**config.mk**
```make
export PLATFORM = sky130hd
export DESIGN_NAME = frame_ram_scheduler
export DESIGN_NICKNAME = d
export VERILOG_FILES = /design/src/rtl/frame_ram_pkg.sv /design/src/rtl/frame_addr_gen.sv /design/src/rtl/frame_ram_scheduler.sv
export SDC_FILE = /design/constraint.sdc
export NUM_CORES = 1
export LEC_CHECK = 0
export BUFFER_PORTS_ARGS = -buffer_cell sky130_fd_sc_hd__buf_2
export CAP_MARGIN = 20
export CORE_MARGIN = 8
export CORE_UTILIZATION = 55
export DETAILED_ROUTE_END_ITERATION = 7
export PLACE_DENSITY = 0.9
export SYNTH_ARGS = -nofsm -noshare
export SYNTH_HDL_FRONTEND = slang
export SYNTH_HIERARCHICAL = 1
export SYNTH_SLANG_ARGS = --single-unit
export TNS_END_PERCENT = 20
```
**constraint.sdc**
```tcl
create_clock -name Clk -period 3.02 [get_ports Clk]
set_clock_uncertainty 0.05 [all_clocks]
set_input_delay 0.453 -clock Clk [delete_from_list [all_inputs] [get_ports Clk]]
set_output_delay 0.453 -clock Clk [all_outputs]
set_load 0.005 [all_outputs]
```
**src/rtl/frame_ram_pkg.sv**
```systemverilog
// Shared geometry, widths and enums for the palette-index frame RAM and
// the blocks that read it (display scheduler, sprite controllers).
package frame_ram_pkg;

  localparam int IMG_W      = 20;
  localparam int IMG_H      = 20;
  localparam int DEPTH      = IMG_W * IMG_H;
  localparam int DATA_W     = 5;
  localparam int ADDR_W     = 19;
  localparam int STARVE_MAX = 8;
  localparam int STARVE_CW  = $clog2(STARVE_MAX + 1);

  // Per-slot tag carried alongside a read-port access.
  typedef enum logic [2:0] {
    TAG_NONE,
    TAG_DISP,
    TAG_DISP_OUT,
    TAG_DISP_DROP,
    TAG_HOST
  } tag_e;

  typedef enum logic [1:0] {
    HS_IDLE,
    HS_RD_PEND,
    HS_ACK
  } host_state_e;

  // pix_tag: what the pixel result will report; owner: who drives the read port.
  typedef struct packed {
    tag_e pix_tag;
    tag_e owner;
  } rd_slot_t;

endpackage

```
**src/rtl/frame_addr_gen.sv**
```systemverilog
// Screen coordinate + image origin -> linear image address and in-image flag.
// Offsets wrap in 10 bits, so pixels left of / above the origin land out of range.
module frame_addr_gen
  import frame_ram_pkg::*;
(
  input  logic [9:0]        DrawX,
  input  logic [9:0]        DrawY,
  input  logic [9:0]        OrgX,
  input  logic [9:0]        OrgY,
  output logic [ADDR_W-1:0] addr,
  output logic              in_image
);

  logic [9:0] rx;
  logic [9:0] ry;

  always_comb begin
    rx       = DrawX - OrgX;
    ry       = DrawY - OrgY;
    in_image = (rx < 10'(IMG_W)) && (ry < 10'(IMG_H));
    addr     = ADDR_W'(ry) * ADDR_W'(IMG_W) + ADDR_W'(rx);
  end

endmodule

```
**src/rtl/frame_ram_scheduler.sv**
```systemverilog
// Arbitrates the frame RAM read port between pixel fetch and a host port,
// and drives the dedicated write port for host writes.
module frame_ram_scheduler
  import frame_ram_pkg::*;
(
  input  logic              Clk,
  input  logic              Reset_n,
  input  logic              pix_en,
  input  logic [9:0]        DrawX,
  input  logic [9:0]        DrawY,
  input  logic [9:0]        OrgX,
  input  logic [9:0]        OrgY,
  output logic              pix_valid,
  output logic              pix_in,
  output logic              pix_drop,
  output logic [DATA_W-1:0] pix_data,
  input  logic              host_req,
  input  logic              host_we,
  input  logic [ADDR_W-1:0] host_addr,
  input  logic [DATA_W-1:0] host_wdata,
  output logic              host_ack,
  output logic              host_err,
  output logic [DATA_W-1:0] host_rdata,
  output logic [ADDR_W-1:0] ram_read_address,
  output logic [ADDR_W-1:0] ram_write_address,
  output logic [DATA_W-1:0] ram_data_in,
  output logic              ram_we,
  input  logic [DATA_W-1:0] ram_data_out
);

  // Host handshake: the host raises host_req with we/addr/wdata stable and holds
  // them until host_ack; host_ack is a single-cycle pulse carrying host_err and
  // host_rdata. The request is sampled only in IDLE, so req seen during the ack
  // cycle never starts a new transaction.

  logic [ADDR_W-1:0]    pix_addr;
  logic                 in_image;
  host_state_e          state_q, state_d;
  logic [STARVE_CW-1:0] starve_q;
  rd_slot_t             s1_q, s2_q, s1_d;
  logic [ADDR_W-1:0]    rd_addr_d;
  logic                 err_q;
  logic                 pix_busy, host_oob;
  logic                 grant, force_grant, wr_go, err_go, rd_wait;

  frame_addr_gen u_addr_gen (
    .DrawX    (DrawX),
    .DrawY    (DrawY),
    .OrgX     (OrgX),
    .OrgY     (OrgY),
    .addr     (pix_addr),
    .in_image (in_image)
  );

  assign pix_busy = pix_en && in_image;
  assign host_oob = host_addr >= ADDR_W'(DEPTH);

  always_comb begin
    state_d     = state_q;
    grant       = 1'b0;
    force_grant = 1'b0;
    wr_go       = 1'b0;
    err_go      = 1'b0;
    rd_wait     = 1'b0;
    case (state_q)
      HS_IDLE: begin
        if (host_req) begin
          if (host_oob) begin
            err_go  = 1'b1;
            state_d = HS_ACK;
          end else if (host_we) begin
            wr_go   = 1'b1;
            state_d = HS_ACK;
          end else if (!pix_busy || starve_q == STARVE_CW'(STARVE_MAX)) begin
            grant       = 1'b1;
            force_grant = pix_busy;
            state_d     = HS_RD_PEND;
          end else begin
            rd_wait = 1'b1;
          end
        end
      end
      HS_RD_PEND: if (s1_q.owner == TAG_HOST) state_d = HS_ACK;
      HS_ACK:     state_d = HS_IDLE;
      default:    state_d = HS_IDLE;
    endcase
  end

  // A forced host grant steals the port; the pixel is still reported, as dropped.
  always_comb begin
    s1_d      = '{pix_tag: TAG_NONE, owner: TAG_NONE};
    rd_addr_d = ram_read_address;
    if (pix_en) begin
      if (!in_image) begin
        s1_d.pix_tag = TAG_DISP_OUT;
      end else if (force_grant) begin
        s1_d.pix_tag = TAG_DISP_DROP;
      end else begin
        s1_d.pix_tag = TAG_DISP;
        s1_d.owner   = TAG_DISP;
        rd_addr_d    = pix_addr;
      end
    end
    if (grant) begin
      s1_d.owner = TAG_HOST;
      rd_addr_d  = host_addr;
    end
  end

  always_ff @(posedge Clk or negedge Reset_n) begin
    if (!Reset_n) begin
      state_q           <= HS_IDLE;
      starve_q          <= '0;
      s1_q              <= '{pix_tag: TAG_NONE, owner: TAG_NONE};
      s2_q              <= '{pix_tag: TAG_NONE, owner: TAG_NONE};
      err_q             <= 1'b0;
      ram_read_address  <= '0;
      ram_write_address <= '0;
      ram_data_in       <= '0;
      ram_we            <= 1'b0;
    end else begin
      state_q          <= state_d;
      s1_q             <= s1_d;
      s2_q             <= s1_q;
      ram_read_address <= rd_addr_d;
      ram_we           <= wr_go;
      if (state_q == HS_IDLE) err_q <= err_go;
      if (grant)        starve_q <= '0;
      else if (rd_wait) starve_q <= starve_q + 1'b1;
      if (wr_go) begin
        ram_write_address <= host_addr;
        ram_data_in       <= host_wdata;
      end
    end
  end

  // Stage-2 results pair with ram_data_out, which the RAM itself registers.
  assign pix_valid  = s2_q.pix_tag != TAG_NONE;
  assign pix_in     = s2_q.pix_tag == TAG_DISP;
  assign pix_drop   = s2_q.pix_tag == TAG_DISP_DROP;
  assign pix_data   = pix_in ? ram_data_out : '0;
  assign host_ack   = state_q == HS_ACK;
  assign host_err   = host_ack && err_q;
  assign host_rdata = (host_ack && s2_q.owner == TAG_HOST) ? ram_data_out : '0;

endmodule

```
==> flow_metrics.py, run 1 <==
metrics = {
    "timing": {
        "whs_ps": 21.8,
        "fmax_ghz": 0.257,
        "slew_headroom_pct": 62.9,
        "fin_ws_ps": -864,
        "post-route-period-util_pct": 129,
        "rsz0062_at_grt": "true",
        "worst_pin_slew_ps": 551,
        "setup_viol": 26,
        "fin_crit_ps": 3880,
        "fin_tns_setup_ps": -13490,
        "drv_slew": 0,
        "hold_viol_final": 0,
    },
    "power": {
        "power_leakage_uw": 0.00353,
        "p_total_uw": 4350,
        "power_density_nw_per_um2": 679,
        "ir_worst_vdd_uv": 399,
    },
    "cells_and_area": {
        "final_cell_area_um2": 6410,
        "fillers": 425,
        "finalNetCount": 828,
        "final_common_cell": "buf_2",
        "drive_gt1_share_pct": 45.9,
        "antenna_cells": 0,
        "area_growth_pct": 47.9,
        "final_cell_mix": "131 x buf_2, 100 x buf_4, 59 x dfrtp_1",
    },
    "global_route": {
        "grt_pass1_vias": 4831,
        "overflow": 0,
        "grt_max_degree": 23,
        "grt_antenna_before_repair": 0,
        "track_usage_pct": 23.3,
        "grt_pass1_wl_um": 21500,
    },
    "floorplan": {
        "num_rows": 32,
        "fp.dieH_um": 105,
        "die_area_um2": 11000,
        "die_x_um": 105,
        "core_area_um2": 7690,
        "pin_count": 133,
        "start_util_pct": 56.4,
    },
    "setup_path": {
        "cp_data_required_time_ps": 3190,
        "rrSetupSlack_ps": 850,
        "cpPeakStageDelay_ps": 370,
        "startpoint_type": "input pin",
        "path_cells": "buf_2, ha_1, nor2b_4, o2111ai_2, a31oi_2, or3_4, and2_4, nor2_2, nor2_1, ha_1, buf_4, buf_4, xnor2_1, ha_1, buf_6, o21a_1, a21oi_2, nor2_2, xor2_1, nand3_1, o21ai_1",
        "ff2ff_path_depth": 8,
        "slowest_stage": "or3_4",
        "cp-end-kind": "flop",
        "reg2reg_from": "starve_q[0]",
        "arrival_ps": 4050,
        "r2r_end": "ram_read_address[10]",
        "cp-endpoint": "ram_read_address[13]",
        "worst-path-max-fanout": 3,
        "path_class": "in2reg",
        "timing.critical_path.mode_cell": "ha_1",
        "cp-startpoint": "DrawY[1]",
    },
    "detailed_routing": {
        "ant_nets": 0,
        "drt-wirelength-per-cell_um": 17.0,
        "route.detailed.drc": 0,
        "num_vias": 4611,
        "wl_um": 13900,
        "drt_iter0_markers": 227,
        "first_pass_iters": 6,
        "routed_via_density": 5.64,
    },
    "place": {
        "numPortBuffers": 132,
        "dp_hpwl_um": 10300,
        "placed_area_um2": 5880,
        "gp_congestion": 0.860,
        "pre_cts_slack_ps": -1270,
    },
    "cts": {
        "cts_root_buf": "clkbuf_8",
        "cts.path.max_buffers": 2,
        "cts_max_level": 3,
        "cts_hold_buf": 0,
        "clk_latency_ps": 330,
        "cts_buffers": 9,
        "clk_pin_slew_ps": 70,
        "cts_tree": "done",
        "clock-sinks": 59,
    },
    "status": {
        "violations": "negative setup slack",
        "status": "finished, violations left",
    },
    "logic_synthesis": {
        "synthFlopType": "dfrtp_1",
        "yosys.area_share.adder_pct": 13.4,
        "synth-xor-area-share_pct": 6.35,
        "yosys.area_share.simple_pct": 17.7,
        "yosysSeqAreaShare_pct": 34.1,
        "synthMuxAreaShare_pct": 5.72,
        "synth_top_family_by_area": "simple AND/OR/NAND/NOR gates",
        "synth.avg_cell_area_um2": 9.20,
        "synth-edff-count": 0,
        "synth_async_sr_flop_share_pct": 100,
        "synth_area_um2": 4330,
        "synth.distinct_cells": 61,
        "synth_compound_area_share_pct": 16.4,
        "yosys_register_bits": 59,
        "yosys_warnings": 6,
        "synthCells": 471,
    },
    "worst_hold_path": {
        "holdCritPathClass": "in2async",
    },
    "flow_run": {
        "max-cap-violations": 0,
    },
}
-- kinds of logic (layout without fill, tap and decap cells) --
| group | after synthesis | after routing |
|---|---|---|
| and+or+nand+nor | 144 | 144 |
| other | 1 | 3 |
| xor gates and xnor gates | 29 | 29 |
| buffers and inverters | 65 | 307 |
| muxes | 23 | 23 |
| DFF | 59 | 59 |
| adders and majority gates | 44 | 44 |
| AOI/OAI and AO/OA | 106 | 106 |
-- report_power, final --
group          internal [uW]  total (uW)  switching [uW]
sequential               802         810            7.49
clock                    568         877             309
combinational           1350        2660            1310
total                   2720        4350            1630
-- cells in the mapped netlist, types with 2 or more instances --
| master | count | area [um2] |
|---|---|---|
| xnor2_1 | 14 | 123 |
| or2_2 | 2 | 12.5 |
| clkbuf_1 | 3 | 11.3 |
| o211ai_1 | 4 | 30.0 |
| and2_1 | 16 | 100 |
| nor2b_1 | 17 | 106 |
| o2111ai_1 | 2 | 17.5 |
| a211oi_2 | 2 | 25.0 |
| and4_1 | 2 | 17.5 |
| mux2i_1 | 9 | 90.1 |
| or3_1 | 5 | 31.3 |
| mux2_2 | 14 | 158 |
| nand3_1 | 14 | 70.1 |
| nor3_1 | 5 | 25.0 |
| a21oi_1 | 29 | 145 |
| xor2_1 | 13 | 114 |
| buf_2 | 4 | 20.0 |
| a211o_1 | 2 | 17.5 |
| ha_1 | 40 | 500 |
| o31a_1 | 2 | 17.5 |
| nand3b_1 | 3 | 22.5 |
| o21a_1 | 14 | 105 |
| nand2b_1 | 2 | 12.5 |
| inv_1 | 52 | 195 |
| a31oi_1 | 2 | 12.5 |
| fa_1 | 4 | 80.1 |
| a21o_1 | 8 | 60.1 |
| a21oi_2 | 2 | 17.5 |
| buf_4 | 4 | 30.0 |
| dfrtp_1 | 59 | 1480 |
| and3_1 | 5 | 31.3 |
| nand2_1 | 19 | 71.3 |
| nor2_1 | 42 | 158 |
| nand4_1 | 3 | 18.8 |
| o21ai_0 | 24 | 120 |
| o21bai_1 | 2 | 15.0 |
| o31ai_1 | 3 | 22.5 |
-- flip-flops by register name, summed over array words and instances (netlist names) --
register	cells
state_q	2
s2_q	4
s1_q	4
err_q	1
ram_we	1
ram_read_address	19
ram_write_address	19
ram_data_in	5
starve_q	4
-- metal layers --
metal  routed length, um  part of all wire (%)  track usage, %  vias to the layer above
met3                1050                   7.5            7.25                       53
met1                5050                    36            22.7                     2221
met2                7340                    53            43.8                      236
li1                    -                     -               -                     2101
met4                 479                   3.4            11.2                        0
met5                   0                     0               0                        -
-- layout make-up --
| class | count | area (um2) | share of cell area [%] |
|---|---|---|---|
| clock buffers | 11 | 141 | 2.21 |
| clock inverters | 5 | 100 | 1.56 |
| inverters | 53 | 211 | 3.30 |
| multi-input cells | 349 | 2850 | 44.4 |
| flip-flops and latches | 59 | 1480 | 23.0 |
| repair buffers | 238 | 1510 | 23.5 |
| well taps | 102 | 128 | 1.99 |
-- critical path: cells and delay by family --
family / cells / cell delay (ps)
XOR/XNOR: 2 / 260
adder cells (fa/ha/maj): 3 / 960
AO/OA/AOI/OAI: 5 / 800
buffers and inverters: 4 / 540
AND/OR/NAND/NOR: 7 / 1030
-- through the flow --
stage / instances / utilization (%)
after detailed placement: 787 / 76.5
after global placement: 787 / 76.5
after global routing: 817 / 83.4
after floorplan: 473 / -
final: 817 / 83.4
after CTS: 806 / 80.8
-- worst min path at each step --
stage	cells past startpoint	endpoint	slack, ps	start
2_1_floorplan	0	err_q	110	Reset_n
3_3_place_gp	0	s2_q[3]	280	s1_q[3]
3_5_place_dp	0	s2_q[4]	290	s1_q[4]
4_1_cts	1	starve_q[1]	30	Reset_n
5_1_grt	1	ram_read_address[7]	50	Reset_n
6_report	1	s1_q[3]	20	Reset_n
-- what timing repair did --
action	CTS	global route
pin swaps	43	22
setup endpoints to repair	27	27
gates resized for setup	22	29
setup buffers	3	11
Power figures use the tool's default switching activity.
==> run 2: changes to the inputs <==
ABC_AREA = 1   (was unset)
CORE_UTILIZATION = 58   (was 55)
PLACE_DENSITY = 0.93   (was 0.9)
==> run 2 against run 1 <==
Net effect:
- the run still ends with negative setup slack left
- global-route usage grew 5.5 points
- register-to-register slack got worse by 170 ps
- critical path depth grew 11
- first-iteration DRC count grew to 3.6 times the previous value
- wire length grew 58%
- largest cell class unchanged
==> flow_metrics.py, run 2 <==
metrics = {
    "setup_path": {
        "startpoint_type": "input pin",
        "cp_data_required_time_ps": 3260,
        "worst-path-max-fanout": 4,
        "slowest_stage": "fa_2",
        "path_class": "in2reg",
        "cp-end-kind": "flop",
        "arrival_ps": 4290,
        "cpPeakStageDelay_ps": 360,
    },
    "logic_synthesis": {
        "synth.distinct_cells": 41,
        "synth-edff-count": 0,
        "yosys_warnings": 6,
        "synth_area_leaders": "dfrtp_1 31%, nand2_1 12%, ha_1 11%",
        "ys_top_cells_by_count": "153 x nand2_1, 121 x inv_1, 59 x dfrtp_1",
        "synth_area_leader_cell": "dfrtp_1",
        "yosys_register_bits": 59,
        "synth_top_area_share_pct": 31.3,
        "synth.avg_cell_area_um2": 7.31,
        "yosysSeqAreaShare_pct": 31.3,
        "synth_area_um2": 4720,
        "synth_async_sr_flop_share_pct": 100,
        "synthCells": 645,
        "synthFlopType": "dfrtp_1",
        "yosysMostFrequentCell": "nand2_1",
    },
    "detailed_routing": {
        "num_vias": 6229,
        "met3WireLength_um": 2820,
        "drt-wirelength-per-cell_um": 22.0,
        "ant_nets": 0,
        "route.detailed.drc": 0,
        "drt_iter0_markers": 816,
        "first_pass_iters": 7,
        "highest_layer": "met5",
        "route.met2.wl_um": 9920,
        "wl_um": 22000,
        "routed_via_density": 6.24,
        "met1_length_um": 6700,
    },
    "cells_and_area": {
        "final_cell_mix": "132 x nand2_1, 130 x buf_2, 112 x inv_1",
        "top_regs": "ram_read_address (19), ram_write_address (19), ram_data_in (5)",
        "fillers": 371,
        "drive_gt1_share_pct": 44.6,
        "fin_util_pct": 87.0,
        "stdcell_count": 999,
        "area_growth_pct": 48.4,
        "final_common_cell": "nand2_1",
        "antenna_cells": 0,
        "finalNetCount": 1007,
        "final_cell_area_um2": 7000,
    },
    "power": {
        "power_leakage_uw": 0.00415,
        "power_density_nw_per_um2": 741,
        "p_total_uw": 5190,
        "ir_worst_vdd_uv": 492,
    },
    "global_route": {
        "grt_pass1_vias": 5676,
        "track_usage_pct": 28.9,
        "overflow": 0,
        "grt_max_degree": 51,
        "grt_antenna_before_repair": 1,
        "grt_pass1_wl_um": 26600,
    },
    "floorplan": {
        "num_rows": 33,
        "fp.dieH_um": 106,
        "die_x_um": 106,
        "core_area_um2": 8050,
        "die_area_um2": 11300,
        "start_util_pct": 58.6,
        "pin_count": 133,
    },
    "timing": {
        "worst_pin_slew_ps": 662,
        "setup_viol": 28,
        "fin_crit_ps": 4050,
        "hold_viol_final": 0,
        "post-route-period-util_pct": 134,
        "fin_ws_ps": -1030,
        "fmax_ghz": 0.247,
        "drv_slew": 0,
        "slew_headroom_pct": 55.8,
        "fin_tns_setup_ps": -14630,
        "rsz0062_at_grt": "true",
    },
    "place": {
        "placed_area_um2": 6210,
        "numPortBuffers": 132,
        "gp_congestion": 0.857,
        "dp_hpwl_um": 11100,
        "dp.cells": 956,
    },
    "cts": {
        "clock-sinks": 59,
        "cts.path.max_buffers": 2,
        "cts_tree": "done",
        "clk_latency_ps": 350,
        "clk_pin_slew_ps": 80,
        "cts_max_level": 3,
        "cts_root_buf": "clkbuf_8",
        "cts_buffers": 9,
    },
    "flow_run": {
        "max-cap-violations": 0,
    },
    "status": {
        "status": "finished, violations left",
        "violations": "negative setup slack",
    },
    "worst_hold_path": {
        "holdCritPathClass": "in2reg",
    },
}
-- run 2: changes by cell type in the layout (fill, tap and decap cells not counted), moves of 16 or more --
cell	change
nor2b_1	-16
nand2_2	+26
nand3_1	+29
nand3_2	+24
inv_1	+64
nand2_1	+116
-- run 2: worst paths after layout --
| check | startpoint | end | slack (ps) | depth (start not counted) |
|---|---|---|---|---|
| worst max-delay path | DrawY[0] | ram_read_address[14] | -1030 | 32 |
| worst min-delay path | host_wdata[4] | ram_data_in[4] | 270 | 3 |
| worst max register to register | starve_q[1] | ram_read_address[5] | 680 | 11 |
| worst min register to register | s1_q[3] | s2_q[3] | 310 | 0 |
| max in group asynchronous | Reset_n | ram_write_address[6] | 1640 | 4 |
| min in group asynchronous | Reset_n | ram_write_address[18] | 510 | 2 |
-- run 2: final cells by class --
cell class / instances / area (um2) / share of cell area [%]
clock buffer: 10 / 138 / 1.97
clock inverter: 6 / 65.1 / 0.929
inverter: 131 / 502 / 7.17
multi-input combinational: 444 / 3130 / 44.7
sequential: 59 / 1480 / 21.1
tap: 105 / 131 / 1.88
timing repair buffer: 244 / 1560 / 22.2
-- run 2: cell families after synthesis --
family / Yosys count / share of synthesized area (%)
AND/OR/NAND/NOR: 314 / 31.4
buffers and inverters: 144 / 12.8
flip-flops: 59 / 31.3
AO/OA/AOI/OAI: 54 / 6.58
adder cells (fa/ha/maj): 44 / 12.3
XOR/XNOR: 29 / 5.54
other: 1 / 0.0795
-- run 2: routing by layer --
layer,vias up,track usage [%]
li1,2480,-
met1,2810,29.7
met2,672,51.8
met3,263,7.14
met4,4,17.6
met5,-,0
-- run 2: power breakdown --
part           total [uW]  internal (uW)  leakage, uW  switching [uW]
combinational        3570           1610      0.00324            1960
sequential            846            819     0.000805            27.8
clock                 773            403     0.000102             370
total                5190           2840      0.00415            2350
-- run 2: per-stage QoR --
stage	hold slack, ps	worst slack (ps)
3_3_place_gp	286	-963
5_1_grt	268	-1120
6_report	274	-1030
4_1_cts	268	-747
3_5_place_dp	290	-1170
2_1_floorplan	107	-800
-- run 2: critical path, delay by kind of cell --
family                   cells  cell delay (ps)
AND/OR/NAND/NOR             19             1770
adder cells (fa/ha/maj)      3              800
AO/OA/AOI/OAI                1              230
XOR/XNOR                     1              230
buffers and inverters        8              790
-- run 2: repair_timing --
action | 4_1_cts | 5_1_grt
setup buffers | 11 | 14
endpoints found under the hold margin | 0 | 13
hold buffers | 0 | 1
setup endpoints to repair | 21 | 27
resized for setup | 34 | 55
pin swaps | 30 | 44
==> run 3: changes to the inputs <==
CORE_ASPECT_RATIO = 2   (was unset)
CORE_UTILIZATION = 57   (was 58)
PLACE_DENSITY = 0.92   (was 0.93)
SLEW_MARGIN = 20   (was unset)
SYNTH_HIERARCHICAL = unset   (was 1)
==> run 3 against run 2 <==
Net effect:
- the flow still finishes with violations (negative setup slack)
- worst hold slack got worse by 190 ps
- clock power rose by 20%
- non-clock buffer count decreased by 41
- area after synthesis shrank 4.2%
- sequential power decreased by 5.2%
- via count is 11% lower
- sequential share of layout area increased by 1.9 points
- sequential cell count unchanged
- utilization fell by 5.0 points
- maximum frequency increased by 11%
- wire length is 23% lower
- critical endpoint unchanged
- highest routed layer is now met4
==> flow_metrics.py, run 3 <==
metrics = {
    "global_route": {
        "gr-max-usage-layer": "met2",
        "grt_max_degree": 52,
        "grt_pass1_vias": 5686,
        "overflow": 0,
        "track_usage_pct": 28.1,
        "grt_antenna_before_repair": 0,
        "grt_use_met1_pct": 25.5,
        "globalRouteMet2Util_pct": 49.9,
        "grt_use_met3_pct": 8.62,
        "grt_pass1_wl_um": 25400,
    },
    "cells_and_area": {
        "multiInputGateArea_um2": 2860,
        "area_growth_pct": 42.0,
        "drive_gt1_share_pct": 33.6,
        "final_cell_area_um2": 6410,
        "stdcell_count": 962,
        "seqCellArea_um2": 1480,
        "fin_util_pct": 81.9,
        "finalNetCount": 980,
        "final_common_cell": "nand2_1",
        "top_regs": "ram_read_address (19), ram_write_address (19), ram_data_in (5)",
        "final_cell_mix": "179 x nand2_1, 130 x buf_2, 118 x inv_1",
        "fillers": 478,
        "antenna_cells": 0,
    },
    "logic_synthesis": {
        "synth_nets": 772,
        "yosysSeqAreaShare_pct": 32.7,
        "synth_area_leaders": "dfrtp_1 33%, nand2_1 16%, ha_1 11%",
        "synth.avg_cell_area_um2": 6.90,
        "synth_top_area_share_pct": 32.7,
        "synth_area_leader_cell": "dfrtp_1",
        "ys_top_cells_by_count": "193 x nand2_1, 123 x inv_1, 73 x nand3_1",
        "synthFlopType": "dfrtp_1",
        "yosysMostFrequentCell": "nand2_1",
        "synthCells": 655,
        "yosys_register_bits": 59,
        "synth_async_sr_flop_share_pct": 100,
        "synth-edff-count": 0,
        "yosys_warnings": 0,
        "synth_area_um2": 4520,
        "synth.distinct_cells": 32,
    },
    "timing": {
        "worst_pin_slew_ps": 762,
        "fin_tns_setup_ps": -4000,
        "post-route-period-util_pct": 121,
        "drv_slew": 0,
        "fin_crit_ps": 3650,
        "fin_ws_ps": -626,
        "rsz0062_at_grt": "true",
        "whs_ps": 80.1,
        "setup_viol": 8,
        "slew_headroom_pct": 49.2,
        "fmax_ghz": 0.274,
        "hold_viol_final": 0,
    },
    "worst_hold_path": {
        "holdCritPathClass": "in2async",
    },
    "setup_path": {
        "startpoint_type": "input pin",
        "critPathTopFamily": "simple AND/OR/NAND/NOR gates",
        "rrSetupSlack_ps": 870,
        "path_class": "in2reg",
        "worst-path-max-fanout": 5,
        "cp-end-kind": "flop",
        "critPathBufInv": 5,
        "arrival_ps": 3860,
        "cpPeakStageDelay_ps": 340,
        "cp_data_required_time_ps": 3240,
        "path_cells": "buf_2, inv_1, ha_2, nand2_1, nand2_1, buf_4, a21oi_1, nand2_1, nand2_1, nand2_1, nor2_2, nor2_1, ha_1, inv_1, o21bai_1, nand3_1, nand3_1, xor2_1, inv_1, nor2_2, nand3_1, nand2_1, nand2_1, nand2_1",
        "timing.critical_path.mode_cell": "nand2_1",
        "slowest_stage": "ha_1",
    },
    "place": {
        "placed_area_um2": 5770,
        "dp_hpwl_um": 10300,
        "dp.cells": 937,
        "gp_congestion": 0.861,
        "numPortBuffers": 132,
    },
    "status": {
        "status": "finished, violations left",
        "violations": "negative setup slack",
    },
    "power": {
        "power_leakage_uw": 0.00388,
        "power_density_nw_per_um2": 628,
        "p_int_uw": 2440,
        "ir_worst_vdd_uv": 408,
        "pwr-share-seq_pct": 19.9,
        "p_comb_share_pct": 56.9,
        "p_sw_uw": 1590,
        "switching_share_pct": 39.5,
        "pwr-share-clk_pct": 23.1,
    },
    "cts": {
        "clk_pin_slew_ps": 50,
        "cts.path.max_buffers": 2,
        "clock-sinks": 59,
        "cts_tree": "done",
        "clk_latency_ps": 330,
        "cts_max_level": 3,
        "cts_root_buf": "clkbuf_16",
        "cts_buffers": 9,
        "cts_hold_buf": 0,
    },
    "floorplan": {
        "start_util_pct": 57.7,
        "pin_count": 133,
        "core_area_um2": 7830,
        "die_x_um": 79.0,
        "die_area_um2": 11200,
        "fp.dieH_um": 142,
        "num_rows": 46,
    },
    "flow_run": {
        "max-cap-violations": 0,
    },
    "detailed_routing": {
        "routed_via_density": 5.77,
        "num_vias": 5552,
        "ant_nets": 0,
        "drt-wirelength-per-cell_um": 17.7,
        "drt_iter0_markers": 463,
        "first_pass_iters": 5,
        "route.detailed.drc": 0,
        "wl_um": 17000,
    },
}
==> run 3: power by group through the flow <==
stage | clock network [uW] | logic, uW | registers, uW
global placement | 0 | 1630 | 815
floorplan | 0 | 1020 | 815
detailed placement | 0 | 1700 | 815
global route | 961 | 2420 | 802
CTS | 928 | 1890 | 802
finish | 931 | 2290 | 802
==> run 3: kinds of logic (layout without fill, tap and decap cells) <==
| logic type | Yosys count | after routing | synth area share [%] |
|---|---|---|---|
| XOR/XNOR | 20 | 20 | 3.88 |
| AND/OR/NAND/NOR | 362 | 362 | 35.0 |
| flip-flops | 59 | 59 | 32.7 |
| adder cells (fa/ha/maj) | 43 | 43 | 12.6 |
| AO/OA/AOI/OAI | 37 | 37 | 4.54 |
| buffers and inverters | 134 | 345 | 11.3 |
==> run 3: repair_timing <==
item / CTS / global route
buffers inserted: 6 / 5
gates resized for setup: 29 / 31
pin swaps: 22 / 24
endpoints found under the setup margin: 8 / 11
==> run 3: metal layers <==
layer / wire length [um] / part of all wire [%]
met1: 5380 / 32
met2: 8640 / 51
met3: 1630 / 9.6
met4: 1340 / 7.9
met5: 0 / 0
==> run 3: final timing paths <==
kind,startpoint,to,depth (start not counted)
worst max-delay path,OrgY[4],ram_read_address[14],24
worst min-delay path,Reset_n,ram_write_address[17],1
worst max register to register,state_q[0],ram_write_address[0],9
worst min register to register,s1_q[4],s2_q[4],0
max in group asynchronous,Reset_n,ram_read_address[18],2
min in group Clk,host_wdata[1],ram_data_in[1],3
==> run 3: final cells by class <==
class                           instances  area share [%]
Timing Repair Buffer                  203            18.8
Multi-Input combinational cell        462            44.5
Sequential cell                        59            23.0
Tap cell                               96            1.87
Clock buffer                           12            4.00
Clock inverter                          2           0.195
Inverter                              128            7.57
==> run 3: worst reg2reg max path: stages, from the launching register on <==
cell,delay [ps]
dfrtp_1,430
nor2_1,200
inv_1,70
nor2_1,180
inv_1,80
nor3_2,140
buf_4,230
inv_1,380
nand2_1,180
nand2_1,90
==> run 3: metrics by stage <==
step	power (uW)	setup WS, ps
3_5_place_dp	2520	-827
5_1_grt	4180	-859
3_3_place_gp	2450	-709
2_1_floorplan	1840	-535
6_report	4030	-626
4_1_cts	3620	-476
